==> src/rtl/pulse_pkg.sv <==
// pulse_pkg: shared definitions for the pulse sequencer.
//   pulse_state_e : sequencer FSM state encoding
//   HOLD_LEN      : cycles io_chBusy is ignored after a launch
//   HOLD_W        : width of the hold counter
package pulse_pkg;

   typedef enum logic [2:0] {
      ST_IDLE   = 3'd0,
      ST_LAUNCH = 3'd1,
      ST_HOLD   = 3'd2,
      ST_WAIT   = 3'd3,
      ST_GAP    = 3'd4,
      ST_NEXT   = 3'd5
   } pulse_state_e;

   localparam int HOLD_LEN = 2;
   localparam int HOLD_W   = 2;

endpackage

==> src/rtl/mask_next_sel.sv <==
// mask_next_sel: combinational next-set-bit search.
//   mask_i : channel mask
//   cur_i  : current channel index
//   nxt_o  : next higher set bit above cur_i, else the lowest set bit, else 0
//   wrap_o : no higher set bit exists and the mask is nonzero (search wrapped)
module mask_next_sel #(
   parameter int CH_NUM = 4
) (
   input  logic [CH_NUM-1:0] mask_i,
   input  logic [3:0]        cur_i,
   output logic [3:0]        nxt_o,
   output logic              wrap_o
);

   logic       hi_found, lo_found;
   logic [3:0] hi_idx, lo_idx;

   // Scan downward so the last hit is the lowest qualifying bit.
   always_comb begin
      hi_found = 1'b0;
      lo_found = 1'b0;
      hi_idx   = '0;
      lo_idx   = '0;
      for (int i = CH_NUM - 1; i >= 0; i--) begin
         if (mask_i[i]) begin
            lo_found = 1'b1;
            lo_idx   = 4'(i);
            if (i > int'(cur_i)) begin
               hi_found = 1'b1;
               hi_idx   = 4'(i);
            end
         end
      end
      nxt_o  = hi_found ? hi_idx : lo_idx;
      wrap_o = !hi_found && lo_found;
   end

endmodule

==> src/rtl/pulse_seq_ctrl.sv <==
// pulse_seq_ctrl: launches the masked pulse channels one after another,
// waiting for each to finish plus a configurable gap, for a number of passes.
//   io_clk, io_rst_n : clock, async active-low reset
//   io_start/io_abort: start (rising edge), abort (level)
//   io_chMask/io_gap/io_loopCnt : sequence config, latched at start
//   io_chBusy        : per-channel activity from the channels
//   io_chEn          : one-cycle launch strobe per channel
//   io_busy/io_done/io_aborted : status and strobes
//   io_curCh/io_passCnt : current channel, completed passes
module pulse_seq_ctrl
   import pulse_pkg::*;
#(
   parameter int CH_NUM     = 4,
   parameter int _RAM_WIDTH = 32
) (
   input  logic                  io_clk,
   input  logic                  io_rst_n,
   input  logic                  io_start,
   input  logic                  io_abort,
   input  logic [CH_NUM-1:0]     io_chMask,
   input  logic [_RAM_WIDTH-1:0] io_gap,
   input  logic [15:0]           io_loopCnt,
   input  logic [CH_NUM-1:0]     io_chBusy,
   output logic [CH_NUM-1:0]     io_chEn,
   output logic                  io_busy,
   output logic                  io_done,
   output logic                  io_aborted,
   output logic [3:0]            io_curCh,
   output logic [15:0]           io_passCnt
);

   pulse_state_e          state_q;
   logic                  start_prev_q;
   logic [CH_NUM-1:0]     mask_q;
   logic [_RAM_WIDTH-1:0] gap_q, gap_cnt_q;
   logic [15:0]           loop_q, pass_q;
   logic [3:0]            cur_q;
   logic [HOLD_W-1:0]     hold_cnt_q;
   logic [CH_NUM-1:0]     chen_q;
   logic                  done_q, aborted_q;

   logic       start_edge, busy_cur;
   logic [3:0] nxt_idx, low_idx;
   logic       nxt_wrap, mask_nz;
   logic [15:0] pass_inc;

   assign start_edge = io_start && !start_prev_q;
   assign busy_cur   = |(io_chBusy & (CH_NUM'(1) << cur_q));
   assign pass_inc   = (pass_q == 16'hFFFF) ? pass_q : pass_q + 16'd1;

   mask_next_sel #(.CH_NUM(CH_NUM)) u_next (
      .mask_i (mask_q),
      .cur_i  (cur_q),
      .nxt_o  (nxt_idx),
      .wrap_o (nxt_wrap)
   );

   // Searching above the top index always wraps, giving the lowest set bit;
   // the wrap flag doubles as a nonzero-mask indication.
   mask_next_sel #(.CH_NUM(CH_NUM)) u_low (
      .mask_i (io_chMask),
      .cur_i  (4'(CH_NUM - 1)),
      .nxt_o  (low_idx),
      .wrap_o (mask_nz)
   );

   always_ff @(posedge io_clk or negedge io_rst_n) begin
      if (!io_rst_n) begin
         state_q      <= ST_IDLE;
         start_prev_q <= 1'b1;   // start held high through reset is not an edge
         mask_q       <= '0;
         gap_q        <= '0;
         gap_cnt_q    <= '0;
         loop_q       <= '0;
         pass_q       <= '0;
         cur_q        <= '0;
         hold_cnt_q   <= '0;
         chen_q       <= '0;
         done_q       <= 1'b0;
         aborted_q    <= 1'b0;
      end else begin
         start_prev_q <= io_start;
         chen_q       <= '0;
         done_q       <= 1'b0;
         aborted_q    <= 1'b0;
         if (state_q == ST_IDLE) begin
            if (start_edge && !io_abort) begin
               mask_q <= io_chMask;
               gap_q  <= io_gap;
               loop_q <= io_loopCnt;
               pass_q <= '0;
               cur_q  <= low_idx;
               if (!mask_nz) begin
                  done_q <= 1'b1;
               end else begin
                  chen_q  <= CH_NUM'(1) << low_idx;
                  state_q <= ST_LAUNCH;
               end
            end
         end else if (io_abort) begin
            // Abort outranks completion and any pending launch.
            state_q   <= ST_IDLE;
            aborted_q <= 1'b1;
         end else begin
            case (state_q)
               ST_LAUNCH: begin
                  hold_cnt_q <= '0;
                  state_q    <= ST_HOLD;
               end
               ST_HOLD: begin
                  if (hold_cnt_q == HOLD_W'(HOLD_LEN - 1)) state_q <= ST_WAIT;
                  else hold_cnt_q <= hold_cnt_q + 1'b1;
               end
               ST_WAIT: begin
                  if (!busy_cur) begin
                     if (gap_q != '0) begin
                        gap_cnt_q <= gap_q;
                        state_q   <= ST_GAP;
                     end else begin
                        state_q <= ST_NEXT;
                     end
                  end
               end
               ST_GAP: begin
                  if (gap_cnt_q == _RAM_WIDTH'(1)) state_q <= ST_NEXT;
                  else gap_cnt_q <= gap_cnt_q - 1'b1;
               end
               ST_NEXT: begin
                  if (nxt_wrap) pass_q <= pass_inc;
                  if (nxt_wrap && loop_q != '0 && pass_inc == loop_q) begin
                     done_q  <= 1'b1;
                     state_q <= ST_IDLE;
                  end else begin
                     cur_q   <= nxt_idx;
                     chen_q  <= CH_NUM'(1) << nxt_idx;
                     state_q <= ST_LAUNCH;
                  end
               end
               default: state_q <= ST_IDLE;
            endcase
         end
      end
   end

   assign io_chEn    = chen_q;
   assign io_busy    = (state_q != ST_IDLE);
   assign io_done    = done_q;
   assign io_aborted = aborted_q;
   assign io_curCh   = cur_q;
   assign io_passCnt = pass_q;

endmodule

==> config.mk <==
export PLATFORM = sky130hd
export DESIGN_NAME = pulse_seq_ctrl
export DESIGN_NICKNAME = d
export VERILOG_FILES = /design/src/rtl/pulse_pkg.sv /design/src/rtl/mask_next_sel.sv /design/src/rtl/pulse_seq_ctrl.sv
export SDC_FILE = /design/constraint.sdc
export NUM_CORES = 1
export LEC_CHECK = 0
export ABC_AREA = 1
export ABC_CLOCK_PERIOD_IN_PS = 1880
export CORE_MARGIN = 3
export CORE_UTILIZATION = 35
export CTS_BUF_LIST = sky130_fd_sc_hd__clkbuf_8 sky130_fd_sc_hd__clkbuf_16
export DETAILED_ROUTE_END_ITERATION = 10
export SYNTH_ARGS = -nofsm -noshare
export SYNTH_HDL_FRONTEND = slang
export SYNTH_SLANG_ARGS = --single-unit
==> constraint.sdc <==
create_clock -name io_clk -period 1.88 [get_ports io_clk]
set_input_delay 0.564 -clock io_clk [delete_from_list [all_inputs] [get_ports io_clk]]
set_output_delay 0.564 -clock io_clk [all_outputs]
set_load 0.03 [all_outputs]
==> impl_metrics.ini <==
[outcome]
status = finished with violations
violations = setup timing

[pwr]
power_frac_comb_pct = 49.5
power.density_mw_per_mm2 = 1330
ir_drop_mv = 0.703
swShare_pct = 39.8
power.leakage_nw = 5.02
p_int_mw = 8.24
pwr-share-clk_pct = 20.2
switchingPower_mw = 5.44
pwr-share-seq_pct = 30.3

[clock_tree]
clock_latency_ps = 420
h-tree-depth = 4
clk_path_buf_depth = 2
cts.hold.buffers_added = 0
cts_tree = yes
path_clk_slew_ps = 60
clk_root_buffer_cell = clkbuf_16
cts_sinks = 114
cts_made_buffers = 17

[worst_setup_path]
critPathArrivalTime_ps = 2510
endpoint_kind = flop
slowest_stage = dfrtp_2
critPathKind = reg2reg
cp-start-kind = flop
cp_data_required_time_ps = 2180
max_stage_delay_ps = 400
crit_chain = ha_4 > nand3_4 > nor2_4 > nand2_4 > buf_12 > nand3_2 > nand2_1 > nor2_1 > nand3_1 > nor2_4 > nand3_2 > nand2_4 > buf_4 > o22ai_1
crit_fanout = 8

[global_route]
grt_max_degree = 63
use_met2_pct = 34.1
grtUsageMet3_pct = 4.09
grt-ovfl-total = 0
grt_pass1_vias = 7069
grt_pass1_wl_um = 34300
grt_usage_pct = 20.8
grt-busiest-layer = met2
gr-usage-met1_pct = 27.2
antenna_found_initial = 0

[sta]
max_freq_mhz = 451
period_minus_slack_ps = 2210
fin_skew_ps = 12.0
setup_tns_ps = -5290
setup_viol = 40
finalCritPeriodShare_pct = 118
slew_violations = 0
fin_ws_ps = -335
rsz0062_at_grt = yes
hold_viol_final = 0

[cells_and_area]
fin_util_pct = 56.1
fin_nets = 1283
final_cell_mix = nand2_1, buf_4, inv_1
antennaDiodeCount = 0
final_common_cell = nand2_1
drive_gt1_share_pct = 30.6
n_fill_cell = 1671
area_growth_pct = 54.6

[die]
ios = 87
dieWidth_um = 144
rows = 49
die-area_mm2 = 0.0207
die_h_um = 144
core_mm2 = 0.0183
start_util_pct = 36.3

[yosys]
syn_avg_cell_area_um2 = 7.14
yosysUniqueCellTypes = 43
yosys_warnings = 0
synth_cells = 932
netlist_area_mm2 = 0.00665
seq_area_frac_synth_pct = 42.9
yosys_register_bits = 114

[placed_design]
numPortBuffers = 84
dp_hpwl_um = 15000
place.gp.congestion = 0.895

[routing]
firstDrtPassIters = 5
viasPerCell = 4.90
antenna_left = 0
drt_wl_total_um = 21000
drc = 0
drt-initial-drc-count = 491
routedWlPerCell_um = 14.4
vias = 7160

[worst_hold_path]
hold_class = in2async

[run]
timing.max_cap.violations = 0
layout make-up:
class | instances | area [µm²] | share of cell area (%)
Clock buffer | 18 | 439 | 4.27
Timing Repair Buffer | 300 | 2620 | 25.5
Clock inverter | 13 | 58.8 | 0.572
Sequential cell | 114 | 2870 | 27.9
Inverter | 120 | 458 | 4.45
Tap cell | 229 | 287 | 2.79
Multi-Input combinational cell | 666 | 3550 | 34.5
sequential cells by signal, summed over array words and instances (netlist names):
register,flops
gap_cnt_q,32
gap_q,32
io_passCnt,16
loop_q,16
io_chEn,4
mask_q,4
state_q,3
hold_cnt_q,2
io_curCh,2
io_aborted,1
io_done,1
start_prev_q,1
power groups by stage:
stage / clock, mW / combinational, mW / sequential [mW]
2_1_floorplan: 0 / 3.07 / 4.17
3_3_place_gp: 0 / 5.95 / 4.11
3_5_place_dp: 0 / 6.04 / 4.13
4_1_cts: 2.82 / 6.46 / 4.12
5_1_grt: 2.94 / 7.55 / 4.26
6_report: 2.76 / 6.77 / 4.14
path summary, 6_finish.rpt:
| check | slack [ps] | end | depth (start not counted) | start |
|---|---|---|---|---|
| worst min-delay path | 50 | io_passCnt[5] | 1 | io_rst_n |
| max in group asynchronous | 1180 | start_prev_q | 2 | io_rst_n |
| min in group io_clk | 480 | hold_cnt_q[0] | 1 | hold_cnt_q[0] |
| worst max register to register | -330 | io_chEn[2] | 14 | io_passCnt[1] |
| worst max-delay path | -330 | io_chEn[2] | 14 | io_passCnt[1] |
| worst min register to register | 480 | hold_cnt_q[0] | 1 | hold_cnt_q[0] |
worst max-delay path: cells and delay by family (launching register included):
| family | cells | cell delay, ps |
|---|---|---|
| simple gates | 10 | 1200 |
| flops | 1 | 400 |
| buf+inv | 2 | 270 |
| fa+ha+maj | 1 | 150 |
| compound gates | 1 | 50 |
through the flow:
stage / cells / total power [mW] / area (µm²) / worst slack, ps / hold slack, ps
5_1_grt: 1460 / 14.8 / 10300 / -522 / 62.9
2_1_floorplan: 933 / 7.23 / 6750 / -98.3 / 268
4_1_cts: 1452 / 13.4 / 10100 / -299 / 44.3
3_5_place_dp: 1395 / 10.2 / 9160 / -468 / 478
6_report: 1460 / 13.7 / 10300 / -335 / 54.7
3_3_place_gp: 1395 / 10.1 / 9160 / -432 / 467
cells in the mapped netlist (all sizes together):
master / number / share of area, %
o22ai: 9 / 0.85
a21oi: 28 / 2.1
or3: 1 / 0.094
dfstp: 1 / 0.40
a211oi: 1 / 0.11
xor2: 17 / 2.4
nor3b: 1 / 0.11
mux2i: 1 / 0.15
o41ai: 1 / 0.13
clkbuf: 15 / 0.85
ha: 4 / 0.75
dfrtp: 113 / 43
nor4: 8 / 0.75
nor3: 14 / 1.2
xnor2: 2 / 0.26
o31ai: 3 / 0.34
nand2: 264 / 15
a21boi: 1 / 0.11
o21ai: 124 / 9.4
inv: 120 / 6.8
nand3: 57 / 4.5
nor2: 97 / 6.2
buf: 18 / 1.6
o221ai: 1 / 0.13
conb: 1 / 0.056
a2bb2oi: 1 / 0.13
o211ai: 3 / 0.34
nand4: 23 / 2.3
a31o: 1 / 0.13
or2: 2 / 0.19
metal layers:
| metal | vias to the layer above | routed length (µm) |
|---|---|---|
| met5 | - | 0 |
| met4 | 0 | 559 |
| met3 | 41 | 908 |
| met2 | 172 | 10100 |
| met1 | 3338 | 9460 |
| li1 | 3609 | - |
logic make-up (layout without fill, tap and decap cells):
family,Yosys count,count (layout),share of synthesized area [%]
and+or+nand+nor,467,467,30.5
muxes,1,1,0.150
adders and majority gates,4,4,0.752
DFF,114,114,42.9
buffers and inverters,153,451,9.24
other,1,2,0.0564
xor gates and xnor gates,19,19,2.61
AOI/OAI and AO/OA,173,173,13.8
timing repair:
| item | in CTS | in global routing |
|---|---|---|
| pin swaps | 33 | 48 |
| gates cloned | 2 | 1 |
| setup endpoints to repair | 72 | 107 |
| gates resized for setup | 134 | 61 |
| buffers inserted | 26 | 10 |
Note: power is estimated with default switching activity, not from simulation.
